[src/rtl/led_band_pkg.sv]
// Shared constants and state encoding for the LED band column fetch path.
package led_band_pkg;

    localparam int N_LEDS        = 48;
    localparam int N_CHANNELS    = 3;
    localparam int N_COLUMNS     = 96;
    localparam int BYTES_PER_COL = N_LEDS * N_CHANNELS;

    typedef enum logic [1:0] {
        IDLE,
        FETCH,
        DRAIN
    } fetch_state_t;

endpackage

[src/rtl/led_band_skid_fifo.sv]
// Two-entry {last, data} FIFO that absorbs the memory read latency and
// downstream stalls between the fetch FSM and the serializer stream.
module led_band_skid_fifo #(
    parameter int WIDTH = 9
) (
    input  logic             clk,
    input  logic             rst,
    input  logic             push,
    input  logic [WIDTH-1:0] push_data,
    input  logic             pop,
    output logic [WIDTH-1:0] head,
    output logic             empty,
    output logic [1:0]       occupancy
);

    logic [WIDTH-1:0] mem_q [2];
    logic             wr_q;
    logic             rd_q;
    logic [1:0]       cnt_q;
    logic             do_pop;

    assign empty     = (cnt_q == 2'd0);
    assign occupancy = cnt_q;
    assign do_pop    = pop && !empty;
    // Head reads as zero when empty so the stream outputs idle at a known value.
    assign head      = empty ? '0 : mem_q[rd_q];

    always_ff @(posedge clk) begin
        if (rst) begin
            wr_q  <= 1'b0;
            rd_q  <= 1'b0;
            cnt_q <= 2'd0;
        end else begin
            if (push) begin
                wr_q <= ~wr_q;
            end
            if (do_pop) begin
                rd_q <= ~rd_q;
            end
            case ({push, do_pop})
                2'b10:   cnt_q <= cnt_q + 2'd1;
                2'b01:   cnt_q <= cnt_q - 2'd1;
                default: cnt_q <= cnt_q;
            endcase
        end
    end

    always_ff @(posedge clk) begin
        if (push) begin
            mem_q[wr_q] <= push_data;
        end
    end

    overflow_chk: assert property (@(posedge clk) disable iff (rst) !(push && cnt_q == 2'd2));

endmodule

[src/rtl/led_band_column_fetch.sv]
// Walks one cylinder column of the LED band memory and streams its bytes,
// with a credit scheme so the 2-entry FIFO can never overflow.
module led_band_column_fetch #(
    parameter int R_ADDR_WIDTH = 15,
    parameter int R_DATA_WIDTH = 8,
    parameter int N_LEDS       = led_band_pkg::N_LEDS,
    parameter int N_CHANNELS   = led_band_pkg::N_CHANNELS,
    parameter int N_COLUMNS    = led_band_pkg::N_COLUMNS,
    parameter int COL_WIDTH    = $clog2(N_COLUMNS)
) (
    input  logic                    clk,
    input  logic                    rst,
    input  logic                    col_valid,
    output logic                    col_ready,
    input  logic [COL_WIDTH-1:0]    col_idx,
    output logic                    col_err,
    output logic                    read,
    output logic [R_ADDR_WIDTH-1:0] r_addr,
    input  logic [R_DATA_WIDTH-1:0] r_data,
    output logic [R_DATA_WIDTH-1:0] out_data,
    output logic                    out_valid,
    input  logic                    out_ready,
    output logic                    out_last,
    output logic                    busy
);

    import led_band_pkg::fetch_state_t;
    import led_band_pkg::IDLE;
    import led_band_pkg::FETCH;
    import led_band_pkg::DRAIN;

    localparam int BYTES = N_LEDS * N_CHANNELS;
    localparam int K_W   = $clog2(BYTES + 1);
    localparam logic [K_W-1:0]       K_LAST    = K_W'(BYTES - 1);
    localparam logic [COL_WIDTH:0]   N_COL_LIM = (COL_WIDTH + 1)'(N_COLUMNS);

    fetch_state_t            state_q;
    logic [R_ADDR_WIDTH-1:0] base_q;
    logic [R_ADDR_WIDTH-1:0] base_d;
    logic [K_W-1:0]          k_q;
    logic                    inflight_q;
    logic                    inflight_last_q;
    logic                    col_err_q;

    logic [1:0]              occ;
    logic                    fifo_empty;
    logic                    pop;
    logic                    credit;
    logic                    issue;
    logic                    col_in_range;
    logic [R_DATA_WIDTH:0]   fifo_head;

    assign col_in_range = ({1'b0, col_idx} < N_COL_LIM);
    assign base_d       = R_ADDR_WIDTH'(col_idx) * R_ADDR_WIDTH'(BYTES);

    // A read is allowed only if, counting the byte still in flight and the
    // byte leaving this cycle, the FIFO will have room when its data lands.
    assign pop    = out_valid && out_ready;
    assign credit = ({1'b0, occ} + {2'b00, inflight_q}) < (3'd2 + {2'b00, pop});
    assign issue  = (state_q == FETCH) && credit && !rst;

    assign read      = issue;
    assign r_addr    = base_q + R_ADDR_WIDTH'(k_q);
    assign col_ready = (state_q == IDLE) && !rst;
    assign busy      = (state_q != IDLE);
    assign col_err   = col_err_q;

    always_ff @(posedge clk) begin
        if (rst) begin
            state_q         <= IDLE;
            base_q          <= '0;
            k_q             <= '0;
            inflight_q      <= 1'b0;
            inflight_last_q <= 1'b0;
            col_err_q       <= 1'b0;
        end else begin
            col_err_q       <= 1'b0;
            inflight_q      <= issue;
            inflight_last_q <= issue && (k_q == K_LAST);
            case (state_q)
                IDLE: begin
                    if (col_valid) begin
                        if (col_in_range) begin
                            base_q  <= base_d;
                            k_q     <= '0;
                            state_q <= FETCH;
                        end else begin
                            col_err_q <= 1'b1;
                        end
                    end
                end
                FETCH: begin
                    if (issue) begin
                        k_q <= k_q + K_W'(1);
                        if (k_q == K_LAST) begin
                            state_q <= DRAIN;
                        end
                    end
                end
                DRAIN: begin
                    // Empty FIFO with nothing in flight means the last byte was taken.
                    if (fifo_empty && !inflight_q) begin
                        state_q <= IDLE;
                    end
                end
                default: state_q <= IDLE;
            endcase
        end
    end

    led_band_skid_fifo #(
        .WIDTH (R_DATA_WIDTH + 1)
    ) u_fifo (
        .clk       (clk),
        .rst       (rst),
        .push      (inflight_q),
        .push_data ({inflight_last_q, r_data}),
        .pop       (pop),
        .head      (fifo_head),
        .empty     (fifo_empty),
        .occupancy (occ)
    );

    assign out_valid = !fifo_empty;
    assign out_last  = fifo_head[R_DATA_WIDTH];
    assign out_data  = fifo_head[R_DATA_WIDTH-1:0];

endmodule
[config.mk]
export PLATFORM = sky130hd
export DESIGN_NAME = led_band_column_fetch
export DESIGN_NICKNAME = d
export VERILOG_FILES = /design/src/rtl/led_band_pkg.sv /design/src/rtl/led_band_skid_fifo.sv /design/src/rtl/led_band_column_fetch.sv
export SDC_FILE = /design/constraint.sdc
export NUM_CORES = 1
export LEC_CHECK = 0
export ABC_AREA = 0
export BUFFER_PORTS_ARGS = -buffer_cell sky130_fd_sc_hd__buf_2
export CORE_MARGIN = 2
export CORE_UTILIZATION = 49
export CTS_CLUSTER_SIZE = 24
export DETAILED_ROUTE_END_ITERATION = 8
export GPL_ROUTABILITY_DRIVEN = 0
export MAX_ROUTING_LAYER = met4
export PLACE_DENSITY_LB_ADDON = 0.15
export SLEW_MARGIN = 20
export SYNTH_ARGS = -nofsm -noshare
export SYNTH_HDL_FRONTEND = slang
export SYNTH_SLANG_ARGS = --single-unit
export TNS_END_PERCENT = 5
[constraint.sdc]
create_clock -name clk -period 2 [get_ports clk]
set_input_delay 0.2 -clock clk [delete_from_list [all_inputs] [get_ports clk]]
set_output_delay 0.2 -clock clk [all_outputs]
set_load 0.01 [all_outputs]
==> impl_metrics.yaml, run 1 <==
logic_synthesis:
  synth-edff-count: 18
  synthArstFlopShare: 0
  syn_area_mm2: 0.00241
  synth_cell_types: 45
  synthesis.instances: 245
  syn_nets: 282
  synth_seq_area_share: 0.466
  synth.avg_cell_area_um2: 9.83
  synth_ff_type: "dfxtp_1"
  ys_seq_elements: 47
  ys_warn_count: 0
routing:
  drt-initial-drc-count: 93
  drt_wl_total_um: 4770
  drc: 0
  ant_nets: 0
  wl_per_cell_um: 12.9
  vias: 1903
  viasPerCell: 5.13
  drt_first_pass_iters: 4
critical_path:
  crit_path_end_kind: "output pin"
  start_kind: "flop"
  rrSetupSlack_ps: 320
  worst-endpoint-arrival_ps: 2030
  timing.rr.start: "inflight_q"
  cp_max_fo: 3
  cp_cell_sequence: "ha_4 > inv_2 > fa_2 > nor2b_1 > o21ai_1 > a21oi_1 > buf_4 > nand3_2 > xnor2_2 > buf_2"
  critical_path_required_ps: 1800
  crit_path_max_incr_delay_ps: 360
  worst-path-buf-inv: 3
  r2r_cells: 6
  r2r-end: "k_q[4]"
  crit_family: "adder cells"
  critPathKind: "reg2out"
  cpMaxStageDelayCell: "dfxtp_2"
finish:
  final_cell_count_no_fill: 371
  fill_cells: 399
  post-route-util: 0.632
  synthToLayoutAreaGrowth_pct: 24.0
  drive_gt1_frac: 0.319
  fin_area_mm2: 0.00298
  final_cell_mix: "buf_2, nand2_1, nor2_1, dfxtp_1, edfxtp_1"
  finalNetCount: 340
  layout_commonest_cell: "buf_2"
  antenna_cells: 0
global_route:
  gr-usage-met3: 0.0434
  overflow: 0
  grt_pass1_vias: 1670
  grt_pass1_wl_um: 7570
  use_met1: 0.244
  track_usage: 0.186
  antenna_found_initial: 0
  grt_max_degree: 26
  busiest_layer: "met2"
  grt_use_met2: 0.291
job:
  maxCapViolCount: 0
power_and_ir_drop:
  leakagePower_nw: 1.29
  fin_total_pwr_mw: 2.18
  peakVddDrop_mv: 0.326
  power_density_mw_per_mm2: 729
clock_network:
  htreeDepth: 2
  cts_buffers: 5
  cts_buffer_depth: 2
  path_clk_slew_ps: 80
  cts_sinks: 47
  cts_root_buf: "clkbuf_8"
  cts_tree: "done"
  worstSkewPairLatency_ps: 290
hold_path:
  min_from: "r_data[7]"
  hold_class: "in2reg"
  min_path_cells: 1
  min_delay_worst_endpoint: "u_fifo.mem_q[1][7]"
placed_design:
  io_buffers: 47
  place_hpwl_um: 3440
  placed_area_mm2: 0.00278
  dp_cells: 360
floorplanning:
  die_y_um: 74.1
  io_pins: 48
  die-width_um: 74.1
  die-area_mm2: 0.00549
  num_rows: 25
  core_mm2: 0.00472
  start_util: 0.510
timing:
  layout_worst_path_cycle_share: 1.12
  fmax_ghz: 0.448
  tightest_slew_ps: 524
  final_hold_viol_count: 0
  setup_viol_count_final: 5
  fin_ws_ps: -231
  maxSlewHeadroom: 0.650
  skew_ps: 5.71
  period_minus_slack_ps: 2230
  rsz0062_at_grt: "true"
  drv_slew: 0
status:
  status: "finished with violations"
  violations: "setup timing"
[state kept, by name, indices dropped and copies added (netlist names), named ones only]
name,cells
u_fifo.rd_q,1
u_fifo.mem_q,18
u_fifo.occupancy,2
inflight_q,1
inflight_last_q,1
k_q,8
col_err,1
state_q,2
u_fifo.wr_q,1
base_q,11
[where the power goes]
part | switching (mW) | leakage [nW] | internal, mW
sequential | 0.0700 | 0.403 | 1.05
clock | 0.309 | 0.0452 | 0.247
combinational | 0.265 | 0.840 | 0.233
[layout make-up]
cell class	instances	area (um2)	area share
Clock buffer	6	72.6	0.0243
Clock inverter	2	13.8	0.00461
Inverter	13	48.8	0.0164
Multi-Input combinational cell	173	1280	0.429
Sequential cell	47	1130	0.378
Tap cell	67	83.8	0.0281
Timing Repair Buffer	63	359	0.120
[synth_stat cells, types with 5 or more instances]
library cell | count | area, um2
nand2_1 | 28 | 105
clkbuf_1 | 6 | 22.5
o21ai_0 | 7 | 35.0
xnor2_1 | 12 | 105
inv_1 | 12 | 45.0
a21oi_1 | 16 | 80.1
nor2_1 | 24 | 90.1
nand3_1 | 5 | 25.0
ha_1 | 16 | 200
dfxtp_1 | 29 | 581
o21ai_1 | 6 | 30.0
mux2i_1 | 9 | 90.1
edfxtp_1 | 18 | 541
[how the worst max path moves through the flow]
stage                     slack [ps]  cells after the start      start         end
after floorplan                   50                      8     k_q[4]  r_addr[14]
after global placement            20                     10  base_q[4]  r_addr[12]
after detailed placement          -8                     10  base_q[4]  r_addr[14]
after CTS                       -240                     10     k_q[4]  r_addr[12]
after global routing            -380                     10     k_q[4]  r_addr[10]
final                           -230                     10     k_q[4]  r_addr[12]
[per-stage QoR]
stage | setup TNS, ps | setup slack (ps) | hold WS, ps
after floorplan | 0 | 52.4 | 299
after global placement | 0 | 22.1 | 388
after detailed placement | -14.7 | -7.54 | 396
after CTS | -833 | -239 | 84.1
after global routing | -1610 | -382 | 71.5
final | -752 | -231 | 88.4
[cell families after synthesis]
family | share of synthesized area
XOR/XNOR | 0.0582
adder cells (fa/ha/maj) | 0.0998
buffers and inverters | 0.0463
multiplexers | 0.0468
AND/OR/NAND/NOR | 0.161
flip-flops | 0.466
AO/OA/AOI/OAI | 0.122
[metal layers]
layer | wire length, um | part of all wire
met2 | 2320 | 0.49
met1 | 2190 | 0.46
met5 | 0 | 0
met3 | 243 | 0.051
met4 | 18 | 0.0038
[timing repair]
action	in CTS	in global routing
resized for setup	15	7
hold buffers	0	0
gates cloned	0	0
endpoints found under the setup margin	8	9
setup buffers	2	1
pin swaps	6	6
Note: power is estimated with default switching activity, not from simulation.
==> run 2, diff against run 1 <==
--- a/config.mk
+++ b/config.mk
@@ -6,6 +6,7 @@
 export NUM_CORES = 1
 export LEC_CHECK = 0
 export ABC_AREA = 0
+export ABC_CLOCK_PERIOD_IN_PS = 2000
 export BUFFER_PORTS_ARGS = -buffer_cell sky130_fd_sc_hd__buf_2
 export CORE_MARGIN = 2
 export CORE_UTILIZATION = 49
@@ -14,6 +15,7 @@
 export GPL_ROUTABILITY_DRIVEN = 0
 export MAX_ROUTING_LAYER = met4
 export PLACE_DENSITY_LB_ADDON = 0.15
+export SETUP_SLACK_MARGIN = 0.1
 export SLEW_MARGIN = 20
 export SYNTH_ARGS = -nofsm -noshare
 export SYNTH_HDL_FRONTEND = slang
==> impl_metrics.yaml, run 2 (synthesized netlist as in run 1, its figures left out) <==
finish:
  largestRegisters: "u_fifo.mem_q: 18 flops, base_q: 11 flops, k_q: 8 flops"
  drive_gt1_frac: 0.320
  synthToLayoutAreaGrowth_pct: 25.6
  final_cell_count_no_fill: 373
  antenna_cells: 0
  regMostFlops: "u_fifo.mem_q"
  multi_input_area_mm2: 0.00127
  finalNetCount: 342
  layout_commonest_cell: "buf_2"
  largest_register_ffs: 18
  fin_area_mm2: 0.00302
  register_area_mm2: 0.00113
  final_cell_mix: "buf_2, nand2_1, dfxtp_1"
  fill_cells: 400
routing:
  drt_first_pass_iters: 4
  wl_per_cell_um: 13.4
  ant_nets: 0
  drt-initial-drc-count: 156
  vias: 1926
  drc: 0
  drt_wl_total_um: 4990
  viasPerCell: 5.16
placed_design:
  dp_cells: 365
  place_hpwl_um: 3630
  io_buffers: 47
  placed_area_mm2: 0.00283
timing:
  skew_ps: 8.15
  final_hold_viol_count: 0
  fmax_ghz: 0.441
  whs_ps: 78.5
  setup_viol_count_final: 5
  tightest_slew_ps: 533
  layout_worst_path_cycle_share: 1.13
  drv_slew: 0
  maxSlewHeadroom: 0.644
  period_minus_slack_ps: 2270
  fin_ws_ps: -269
  rsz0062_at_grt: "true"
floorplanning:
  start_util: 0.510
  core_mm2: 0.00472
  die-width_um: 74.1
  num_rows: 25
  die-area_mm2: 0.00549
  io_pins: 48
  die_y_um: 74.1
critical_path:
  r2r_cells: 6
  r2r-end: "k_q[4]"
  timing.rr.start: "inflight_q"
  crit_path_end_kind: "output pin"
  cp_max_fo: 3
  worst-endpoint-arrival_ps: 2070
  rrSetupSlack_ps: 260
  critPathKind: "reg2out"
  start_kind: "flop"
  critical_path_required_ps: 1800
  cp_cell_sequence: "ha_4 > inv_2 > fa_2 > nor2b_1 > o21ai_1 > a21oi_1 > buf_4 > buf_6 > xor2_1 > buf_2"
  crit_path_max_incr_delay_ps: 370
  cpMaxStageDelayCell: "dfxtp_4"
power_and_ir_drop:
  leakagePower_nw: 1.30
  peakVddDrop_mv: 0.407
  power_density_mw_per_mm2: 778
  fin_total_pwr_mw: 2.35
clock_network:
  htreeDepth: 2
  hold_buffers: 0
  cts_buffers: 5
  cts_setup_buffers: 0
  path_clk_slew_ps: 90
  cts_sinks: 47
  cts_buffer_depth: 2
  cts_root_buf: "clkbuf_8"
  worstSkewPairLatency_ps: 300
  cts_tree: "done"
global_route:
  grt_pass1_wl_um: 7980
  grt_max_degree: 22
  overflow: 0
  antenna_found_initial: 0
  grt_pass1_vias: 1783
  track_usage: 0.200
status:
  status: "finished with violations"
  violations: "setup timing"
hold_path:
  hold_class: "in2reg"
  min_delay_worst_endpoint: "u_fifo.mem_q[1][7]"
  min_path_cells: 1
  min_from: "r_data[7]"
job:
  maxCapViolCount: 0
## run 2: cell count changes in the layout (fill, tap and decap cells not counted), sizes merged
cell / before / now
clkinvlp: 0 / 1
buf: 63 / 65
clkbuf: 6 / 5
clkinv: 2 / 0
bufinv: 0 / 1
inv: 13 / 14
## run 2: area by class of cell
class,instances,area share
Multi-Input combinational cell,173,0.420
Clock inverter,3,0.0153
Timing Repair Buffer,65,0.125
Sequential cell,47,0.373
Tap cell,67,0.0277
Clock buffer,5,0.0228
Inverter,13,0.0161
## run 2: through the flow
step	util	TNS, ps	worst slack [ps]
final	0.640	-985	-269
after global routing	0.640	-1540	-370
after CTS	0.627	-1310	-275
after detailed placement	0.600	-22.5	-22.5
after global placement	0.600	0	5.34
after floorplan	-	0	142
## run 2: worst max-delay path by stage
stage                  to  startpoint  slack, ps  cells after the start
3_3_place_gp   r_addr[14]   base_q[4]          5                     10
2_1_floorplan  r_addr[14]      k_q[4]        140                      8
5_1_grt        r_addr[14]      k_q[4]       -370                     10
6_report       r_addr[10]      k_q[4]       -270                     10
4_1_cts        r_addr[10]      k_q[4]       -280                     10
3_5_place_dp   r_addr[14]   base_q[4]        -20                     10
## run 2: report_power, final
group	leakage (nW)	internal, mW	total (mW)	switching (mW)
Combinational	0.847	0.246	0.531	0.285
Clock	0.0548	0.376	0.708	0.331
Sequential	0.402	1.05	1.11	0.0623
Total	1.30	1.67	2.35	0.679
## run 2: worst max-delay path: cells and delay by family (launching register included)
| family | cells | cell delay (ps) |
|---|---|---|
| compound gates | 2 | 230 |
| xor+xnor | 1 | 130 |
| buf+inv | 4 | 430 |
| fa+ha+maj | 2 | 470 |
| flops | 1 | 370 |
| simple gates | 1 | 140 |
## run 2: metal layers
| layer | global-route usage | part of all wire | up-vias |
|---|---|---|---|
| li1 | - | - | 977 |
| met1 | 0.250 | 0.45 | 887 |
| met2 | 0.318 | 0.48 | 55 |
| met3 | 0.0528 | 0.057 | 7 |
| met4 | 0.0606 | 0.012 | 0 |
| met5 | - | 0 | - |
## run 2: timing repair
action,CTS,global route
pin swaps,2,5
resized for setup,6,12
setup endpoints to repair,7,10
